**src/rtl/mips_mem_loader.sv**
```systemverilog
// Host-side loader/dumper for the pipe_MIPS32 memory: LOAD streams words in, RUN releases the core
// and waits for HLT, DUMP streams a region out. Define MIPS_MEM_LOADER_CHECKSUM_EN to append an XOR word.
module mips_mem_loader #(
  parameter int unsigned AW          = 10,
  parameter int unsigned DW          = 32,
  parameter int unsigned RUN_TIMEOUT = 4096
) (
  input  logic          clk1_i,
  input  logic          reset_i,
  input  logic          cmd_valid_i,
  output logic          cmd_ready_o,
  input  logic [1:0]    cmd_op_i,
  input  logic [AW-1:0] cmd_addr_i,
  input  logic [AW-1:0] cmd_len_i,
  input  logic          s_valid_i,
  output logic          s_ready_o,
  input  logic [DW-1:0] s_data_i,
  output logic          m_valid_o,
  input  logic          m_ready_i,
  output logic [DW-1:0] m_data_o,
  output logic          m_last_o,
  output logic          mem_we_o,
  output logic          mem_re_o,
  output logic [AW-1:0] mem_addr_o,
  output logic [DW-1:0] mem_wdata_o,
  input  logic [DW-1:0] mem_rdata_i,
  output logic          core_start_o,
  input  logic          core_halted_i,
  output logic          busy_o,
  output logic          err_o
);

  localparam int unsigned TW = $clog2(RUN_TIMEOUT + 1);

  localparam logic [2:0] StIdle  = 3'd0;
  localparam logic [2:0] StLoad  = 3'd1;
  localparam logic [2:0] StStart = 3'd2;
  localparam logic [2:0] StWait  = 3'd3;
  localparam logic [2:0] StRd    = 3'd4;
  localparam logic [2:0] StOut   = 3'd5;
`ifdef MIPS_MEM_LOADER_CHECKSUM_EN
  localparam logic [2:0] StCsum  = 3'd6;
`endif

  logic [2:0]    state_q, state_d;
  logic [AW-1:0] addr_q, addr_d;
  logic [AW-1:0] cnt_q, cnt_d;
  logic [TW-1:0] timer_q, timer_d;
  logic          first_q, first_d;
  logic          rd_pend_q, rd_pend_d;
  logic [DW-1:0] dout_q, dout_d;
  logic          err_q, err_d;
`ifdef MIPS_MEM_LOADER_CHECKSUM_EN
  logic [DW-1:0] csum_q, csum_d;
`endif

  assign busy_o      = (state_q != StIdle);
  assign cmd_ready_o = (state_q == StIdle) & ~reset_i;
  assign err_o       = err_q;

  always_comb begin
    state_d      = state_q;
    addr_d       = addr_q;
    cnt_d        = cnt_q;
    timer_d      = timer_q;
    first_d      = 1'b0;
    rd_pend_d    = 1'b0;
    dout_d       = dout_q;
    err_d        = err_q;
`ifdef MIPS_MEM_LOADER_CHECKSUM_EN
    csum_d       = csum_q;
`endif
    s_ready_o    = 1'b0;
    m_valid_o    = 1'b0;
    m_data_o     = '0;
    m_last_o     = 1'b0;
    mem_we_o     = 1'b0;
    mem_re_o     = 1'b0;
    mem_addr_o   = '0;
    mem_wdata_o  = '0;
    core_start_o = 1'b0;

    case (state_q)
      StIdle: begin
        if (cmd_valid_i) begin
          addr_d = cmd_addr_i;
          cnt_d  = cmd_len_i;
          case (cmd_op_i)
            2'd0: state_d = StLoad;
            2'd1: state_d = StStart;
            2'd2: begin
              state_d = StRd;
`ifdef MIPS_MEM_LOADER_CHECKSUM_EN
              csum_d  = '0;
`endif
            end
            default: err_d = 1'b1;
          endcase
        end
      end
      StLoad: begin
        s_ready_o = 1'b1;
        if (s_valid_i) begin
          mem_we_o    = 1'b1;
          mem_addr_o  = addr_q;
          mem_wdata_o = s_data_i;
          addr_d      = addr_q + AW'(1);
          cnt_d       = cnt_q - AW'(1);
          if (cnt_q == '0) state_d = StIdle;
        end
      end
      StStart: begin
        core_start_o = 1'b1;
        timer_d      = '0;
        first_d      = 1'b1;
        state_d      = StWait;
      end
      StWait: begin
        timer_d = timer_q + TW'(1);
        // HALTED is still stale from the previous program on the first cycle after the start pulse
        if (core_halted_i && !first_q) begin
          state_d = StIdle;
        end else if (timer_q == TW'(RUN_TIMEOUT - 1)) begin
          err_d   = 1'b1;
          state_d = StIdle;
        end
      end
      StRd: begin
        mem_re_o   = 1'b1;
        mem_addr_o = addr_q;
        rd_pend_d  = 1'b1;
        state_d    = StOut;
      end
      StOut: begin
        m_valid_o = 1'b1;
        // First OUT cycle forwards the fresh read word; later stall cycles replay the capture
        m_data_o  = rd_pend_q ? mem_rdata_i : dout_q;
        if (rd_pend_q) dout_d = mem_rdata_i;
`ifndef MIPS_MEM_LOADER_CHECKSUM_EN
        m_last_o  = (cnt_q == '0);
`endif
        if (m_ready_i) begin
`ifdef MIPS_MEM_LOADER_CHECKSUM_EN
          csum_d = csum_q ^ m_data_o;
`endif
          if (cnt_q == '0) begin
`ifdef MIPS_MEM_LOADER_CHECKSUM_EN
            state_d = StCsum;
`else
            state_d = StIdle;
`endif
          end else begin
            addr_d  = addr_q + AW'(1);
            cnt_d   = cnt_q - AW'(1);
            state_d = StRd;
          end
        end
      end
`ifdef MIPS_MEM_LOADER_CHECKSUM_EN
      StCsum: begin
        m_valid_o = 1'b1;
        m_data_o  = csum_q;
        m_last_o  = 1'b1;
        if (m_ready_i) state_d = StIdle;
      end
`endif
      default: state_d = StIdle;
    endcase
  end

  always_ff @(posedge clk1_i or posedge reset_i) begin
    if (reset_i) begin
      state_q   <= StIdle;
      addr_q    <= '0;
      cnt_q     <= '0;
      timer_q   <= '0;
      first_q   <= 1'b0;
      rd_pend_q <= 1'b0;
      dout_q    <= '0;
      err_q     <= 1'b0;
`ifdef MIPS_MEM_LOADER_CHECKSUM_EN
      csum_q    <= '0;
`endif
    end else begin
      state_q   <= state_d;
      addr_q    <= addr_d;
      cnt_q     <= cnt_d;
      timer_q   <= timer_d;
      first_q   <= first_d;
      rd_pend_q <= rd_pend_d;
      dout_q    <= dout_d;
      err_q     <= err_d;
`ifdef MIPS_MEM_LOADER_CHECKSUM_EN
      csum_q    <= csum_d;
`endif
    end
  end

endmodule

```
**config.mk**
```make
export PLATFORM = sky130hd
export DESIGN_NAME = mips_mem_loader
export DESIGN_NICKNAME = d
export VERILOG_FILES = /design/src/rtl/mips_mem_loader.sv
export SDC_FILE = /design/constraint.sdc
export NUM_CORES = 1
export LEC_CHECK = 0
export ABC_CLOCK_PERIOD_IN_PS = 2800
export CORE_UTILIZATION = 44
export DETAILED_ROUTE_END_ITERATION = 6
export PLACE_DENSITY_LB_ADDON = 0.15
export SLEW_MARGIN = 25
export SYNTH_ARGS = -nofsm -noshare
export SYNTH_HDL_FRONTEND = slang
export SYNTH_SLANG_ARGS = --single-unit
```
**constraint.sdc**
```tcl
create_clock -name clk1_i -period 2.8 [get_ports clk1_i]
set_input_delay 0.84 -clock clk1_i [delete_from_list [all_inputs] [get_ports clk1_i]]
set_output_delay 0.84 -clock clk1_i [all_outputs]
set_load 0.01 [all_outputs]
```
==> impl_metrics.tcl, run 1 <==
set metrics [dict create \
    max_slew_margin_pct 62.1 \
    clk_pin_slew_worst_paths_ns 0.08 \
    finalPower_mw 4.88 \
    synth_compound_area_share_pct 14.2 \
    r2r_start "cnt_q[0]" \
    portBuffers 174 \
    overflow 0 \
    synth_seq_area_share_pct 40.0 \
    p_leak_nw 3.01 \
    rsz0062_at_grt "false" \
    grt_pass1_wl_um 18600 \
    ys_top_cells_by_area "dfrtp_1, mux2_2, mux2i_1" \
    hold_slack_ns 0.508 \
    crit_path_start "s_valid_i" \
    synth_edf_count 0 \
    crit_fanout 5 \
    synthCells 465 \
    setup_violations 0 \
    cts_buffers 9 \
    yosys_warnings 0 \
    antenna_found_initial 0 \
    worstSkewPairLatency_ns 0.35 \
    die_h_um 102 \
    synth_top_family_by_area "simple AND/OR/NAND/NOR gates" \
    ir_worst_vdd_v 0.000349 \
    routedWlPerCell_um 15.1 \
    worstPathArrival_ns 1.90 \
    cts_tree "yes" \
    rr_endpoint "state_q[1]" \
    worstPathRequired_ns 1.96 \
    gp_congestion 0.893 \
    place_hpwl_um 8670 \
    timing.critical_path.to_type "output port" \
    path_class "primary input to output port" \
    antennaDiodeCount 0 \
    hold_violations 0 \
    cts_buffer_depth 2 \
    ctsHtreeMaxLevel 3 \
    seq_power_share_pct 34.9 \
    use_met3_pct 5.81 \
    use_met2_pct 38.7 \
    ys.flop_type "dfrtp_1" \
    syn-num-nets 564 \
    ant_nets 0 \
    dieArea_sq_um 10500 \
    synthMuxAreaShare_pct 15.8 \
    rows 36 \
    synth_area_leader_cell "dfrtp_1" \
    drt_iter0_markers 180 \
    min_path_type "flop to flop" \
    hold_path_depth 1 \
    vias 4158 \
    cts_hold_buf 0 \
    clkPwrFrac_pct 16.7 \
    reg2regPathDepth 6 \
    synth_area_sq_um 4440 \
    cts_root_buf "clkbuf_8" \
    switching_share_pct 39.0 \
    synth_top_area_share_pct 40.0 \
    period_share_pct 97.9 \
    nFillCells 796 \
    yosysMostFrequentCell "dfrtp_1" \
    routed_wl_um 11800 \
    area_growth_pct 48.0 \
    drive_gt1_share_pct 17.0 \
    grt.total_usage_pct 22.8 \
    first_pass_iters 4 \
    power_switching_mw 1.90 \
    status "finished, final reports clean" \
    grt_pass1_vias 3996 \
    synthXorXnorAreaFrac_pct 1.18 \
    core_area_sq_um 9770 \
    internal-power_mw 2.98 \
    hp-start "dout_q[27]" \
    synth_adder_area_share_pct 1.97 \
    powerDensity_nw_per_um2 743 \
    worst_slew_pin_slew_ns 0.563 \
    yosys.area_share.simple_pct 22.3 \
    pwr-share-comb_pct 48.4 \
    grt_max_degree 72 \
    maxCapViolations 0 \
    die_w_um 102 \
    viasPerCell 5.32 \
    min_to "dout_q[27]" \
    period_minus_slack_ns 2.74 \
    start_util_pct 45.4 \
    r2r_slack_ns 0.83 \
    critPathLaunchType "primary input" \
    ioPinCount 175 \
    clock-sinks 71 \
    clock_skew_ns 0.00940 \
    ys_ff_latch 71 \
    drv_slew 0 \
    async_reset_ff_share_pct 100 \
    syn_area_per_cell_sq_um 9.54 \
    drc_errors 0 \
    fmax_mhz 365 \
    grt.met1_usage_pct 28.1 \
    synth_cell_types 64 \
    nets 742 \
    gr-max-usage-layer "met2" \
    synth_common_cells "dfrtp_1, nor2_1, and2_1, mux2_2, mux2i_1" \
]
[layer usage]
metal	share of wire (%)	wire length, um	vias to the layer above
met4	1.5	182	0
met1	43	5020	1957
li1	-	-	2013
met5	0	0	-
met2	48	5680	176
met3	7.6	897	12
[flip-flops by register name, summed over array words and instances, names as in the netlist]
| signal | count |
|---|---|
| timer_q | 13 |
| addr_q | 10 |
| dout_q | 32 |
| cnt_q | 10 |
| state_q | 3 |
| first_q | 1 |
| err_o | 1 |
| rd_pend_q | 1 |
[timing repair]
action	CTS	global route
buffers inserted	0	2
endpoints found under the setup margin	81	13
gates cloned	1	0
gates resized for setup	118	7
pin swaps	1	1
[worst max-delay path by stage]
stage                                 end  slack (ns)  cells past startpoint
after floorplan                 addr_q[0]        0.16                      1
after global placement      mem_addr_o[8]       -0.68                      7
after detailed placement    mem_addr_o[0]       -0.73                      7
after CTS                 mem_wdata_o[15]       -0.13                      5
after global routing        mem_addr_o[6]     0.00007                      7
final                       mem_addr_o[3]        0.06                      7
[area by class of cell]
type,count,area [sq um],share of cell area (%)
clock inverter,7,72.6,1.10
tap,133,166,2.53
clock buffer,9,124,1.89
timing repair buffer,198,1870,28.5
sequential,71,1780,27.1
multi-input combinational,352,2500,38.1
inverter,11,42.5,0.648
[through the flow]
stage,setup WS (ns),util [%],cells,instance area (sq um),setup TNS [ns]
floorplan,0.163,-,465,4440,0
global placement,-0.681,65.2,762,6370,-27.49
detailed placement,-0.726,65.2,762,6370,-29.40
CTS,-0.126,67.1,779,6560,-0.155
global route,0.0000686,67.2,781,6570,0
finish,0.0583,67.2,781,6570,0
[cell families after synthesis]
group / count (synthesis)
and+or+nand+nor: 182
DFF: 71
xor gates and xnor gates: 6
buffers and inverters: 42
adders and majority gates: 7
AOI/OAI and AO/OA: 91
muxes: 66
[worst max-delay path, stage by stage]
cell             delay (ns)
buf_2                  0.13
nand2_4                0.07
mux2_4                 0.28
nor2_4                 0.12
buf_6                  0.12
and2_1                 0.12
clkdlybuf4s15_2        0.22
[power groups by stage]
stage / clock [mW] / combinational [mW] / sequential, mW
after floorplan: 0 / 1.60 / 1.57
after global placement: 0 / 2.31 / 1.68
after detailed placement: 0 / 2.37 / 1.70
after CTS: 0.847 / 2.35 / 1.70
after global routing: 0.881 / 2.60 / 1.75
final: 0.814 / 2.36 / 1.70
[placed cells by master (no fill, tap or decap), types with 4 or more instances in the layout]
cell	n
mux2_2	32
mux2i_1	33
clkdlybuf4s50_1	95
o21ai_1	4
clkbuf_8	9
buf_4	18
buf_2	4
ha_1	7
o21ai_0	16
nand3_1	14
dfrtp_1	68
and2_1	44
a21oi_1	22
nand2_1	22
clkdlybuf4s15_2	5
and4_1	5
o31ai_1	10
nand4_1	6
nor3_1	9
nor2_1	51
xor2_1	4
a31oi_1	13
inv_1	7
dlygate4sd2_1	66
No activity file was read; power rests on OpenSTA's default activity.
==> run 2: changes to the inputs <==
Settings changed: CAP_MARGIN set to 20, MAX_ROUTING_LAYER set to met4.
==> run 2 against run 1 <==
Compared with the run above: maximum frequency is 0.46% lower; die area unchanged; core utilization grew 0.051 points; global-route usage is 0.79 points higher; clock skew up 0.0076 ns; sequential cell count is the same; clock-buffer cell count grew 2.
==> impl_metrics.tcl, run 2 (synthesis gave the netlist of run 1 again) <==
set metrics [dict create \
    ctsHtreeMaxLevel 3 \
    cp_slowest_cell "mux2_4" \
    clk_pin_slew_worst_paths_ns 0.06 \
    crit_family "buffers and inverters" \
    rsz0062_at_grt "true" \
    hold_slack_ns 0.498 \
    grt_pass1_vias 3958 \
    cts_buffer_depth 2 \
    worstSkewPairLatency_ns 0.35 \
    die_h_um 102 \
    portBuffers 174 \
    p_leak_nw 2.97 \
    vias 4207 \
    path_buf_inv 3 \
    worst_slew_pin_slew_ns 0.608 \
    final_cell_mix "clkdlybuf4s50_1, dfrtp_1, dlygate4sd2_1, nor2_1, and2_1" \
    cts_tree "yes" \
    dieArea_sq_um 10500 \
    top_regs "dout_q (32), timer_q (13)" \
    crit_chain "buf_2 -> nand2_4 -> mux2_4 -> nor2_4 -> buf_6 -> and2_1 -> clkdlybuf4s15_2" \
    ant_nets 0 \
    top_register "dout_q" \
    drc_errors 0 \
    final_common_cell "clkdlybuf4s50_1" \
    fmax_mhz 363 \
    hold_violations 0 \
    place_hpwl_um 8480 \
    routedWlPerCell_um 15.1 \
    drt_iter0_markers 182 \
    path_class "primary input to output port" \
    nets 743 \
    min_path_type "flop to flop" \
    grt_pass1_wl_um 18700 \
    gp_congestion 0.906 \
    cts_buffers 9 \
    antenna_found_initial 0 \
    core_area_sq_um 9770 \
    first_pass_iters 4 \
    max_slew_margin_pct 59.1 \
    die_w_um 102 \
    viasPerCell 5.38 \
    clock-sinks 71 \
    antennaDiodeCount 0 \
    rows 36 \
    maxCapViolations 0 \
    period_minus_slack_ns 2.75 \
    routed_wl_um 11800 \
    r2r_slack_ns 0.87 \
    drv_slew 0 \
    grt.total_usage_pct 23.6 \
    powerDensity_nw_per_um2 745 \
    drive_gt1_share_pct 17.4 \
    status "finished, final reports clean" \
    ioPinCount 175 \
    start_util_pct 45.4 \
    worstPathArrival_ns 1.91 \
    crit_path_max_incr_delay_ns 0.28 \
    critPathLaunchType "primary input" \
    grt_max_degree 72 \
    worstPathRequired_ns 1.96 \
    ir_worst_vdd_v 0.000291 \
    setup_violations 0 \
    crit_fanout 5 \
    largest_reg_flops 32 \
    clock_skew_ns 0.0170 \
    period_share_pct 98.4 \
    finalPower_mw 4.90 \
    cts_root_buf "clkbuf_8" \
    area_growth_pct 48.1 \
    timing.critical_path.to_type "output port" \
    overflow 0 \
]
-- run 2: worst paths after layout --
check	start	to	cells after the start
setup / recovery	s_valid_i	mem_addr_o[2]	7
hold / removal	err_o	err_o	1
setup reg to reg	cnt_q[0]	state_q[0]	6
hold reg to reg	err_o	err_o	1
max in group asynchronous	reset_i	state_q[0]	4
min in group asynchronous	reset_i	timer_q[4]	4
-- run 2: area by class of cell --
class | count | area [sq um]
Multi-Input combinational cell | 352 | 2500
Clock inverter | 5 | 57.6
Sequential cell | 71 | 1780
Inverter | 11 | 42.5
Fill cell | 808 | 3200
Timing Repair Buffer | 199 | 1880
Clock buffer | 11 | 141
Tap cell | 133 | 166
-- run 2: through the flow --
step	cell area (sq um)	TNS (ns)	utilization [%]	worst slack, ns	instances
final	6570	0	67.2	0.0457	782
after floorplan	4440	0	-	0.163	465
after global routing	6570	-0.0219	67.2	-0.0142	782
after global placement	6370	-27.49	65.2	-0.679	762
after detailed placement	6370	-28.79	65.2	-0.694	762
after CTS	6600	-0.0114	67.6	-0.0114	782
-- run 2: power by group --
part | internal, mW | switching, mW | leakage [nW]
Sequential | 1.36 | 0.341 | 0.857
Clock | 0.438 | 0.393 | 0.104
Combinational | 1.22 | 1.15 | 2.01
Total | 3.02 | 1.88 | 2.97
-- run 2: metal layers --
layer  track usage [%]  share of wire (%)  up-vias
met5                 -                  0        -
met4              7.58                1.5        0
met3              4.65                7.4       14
met2              37.9                 48      188
met1              29.7                 43     1977
li1                  -                  -     2028
-- run 2: timing repair --
action,in CTS,in global routing
pin swaps,2,1
cloned,2,0
setup buffers,2,0
resized for setup,115,9
hold buffers,0,0
endpoints found under the setup margin,80,14
hold endpoints to repair,0,0
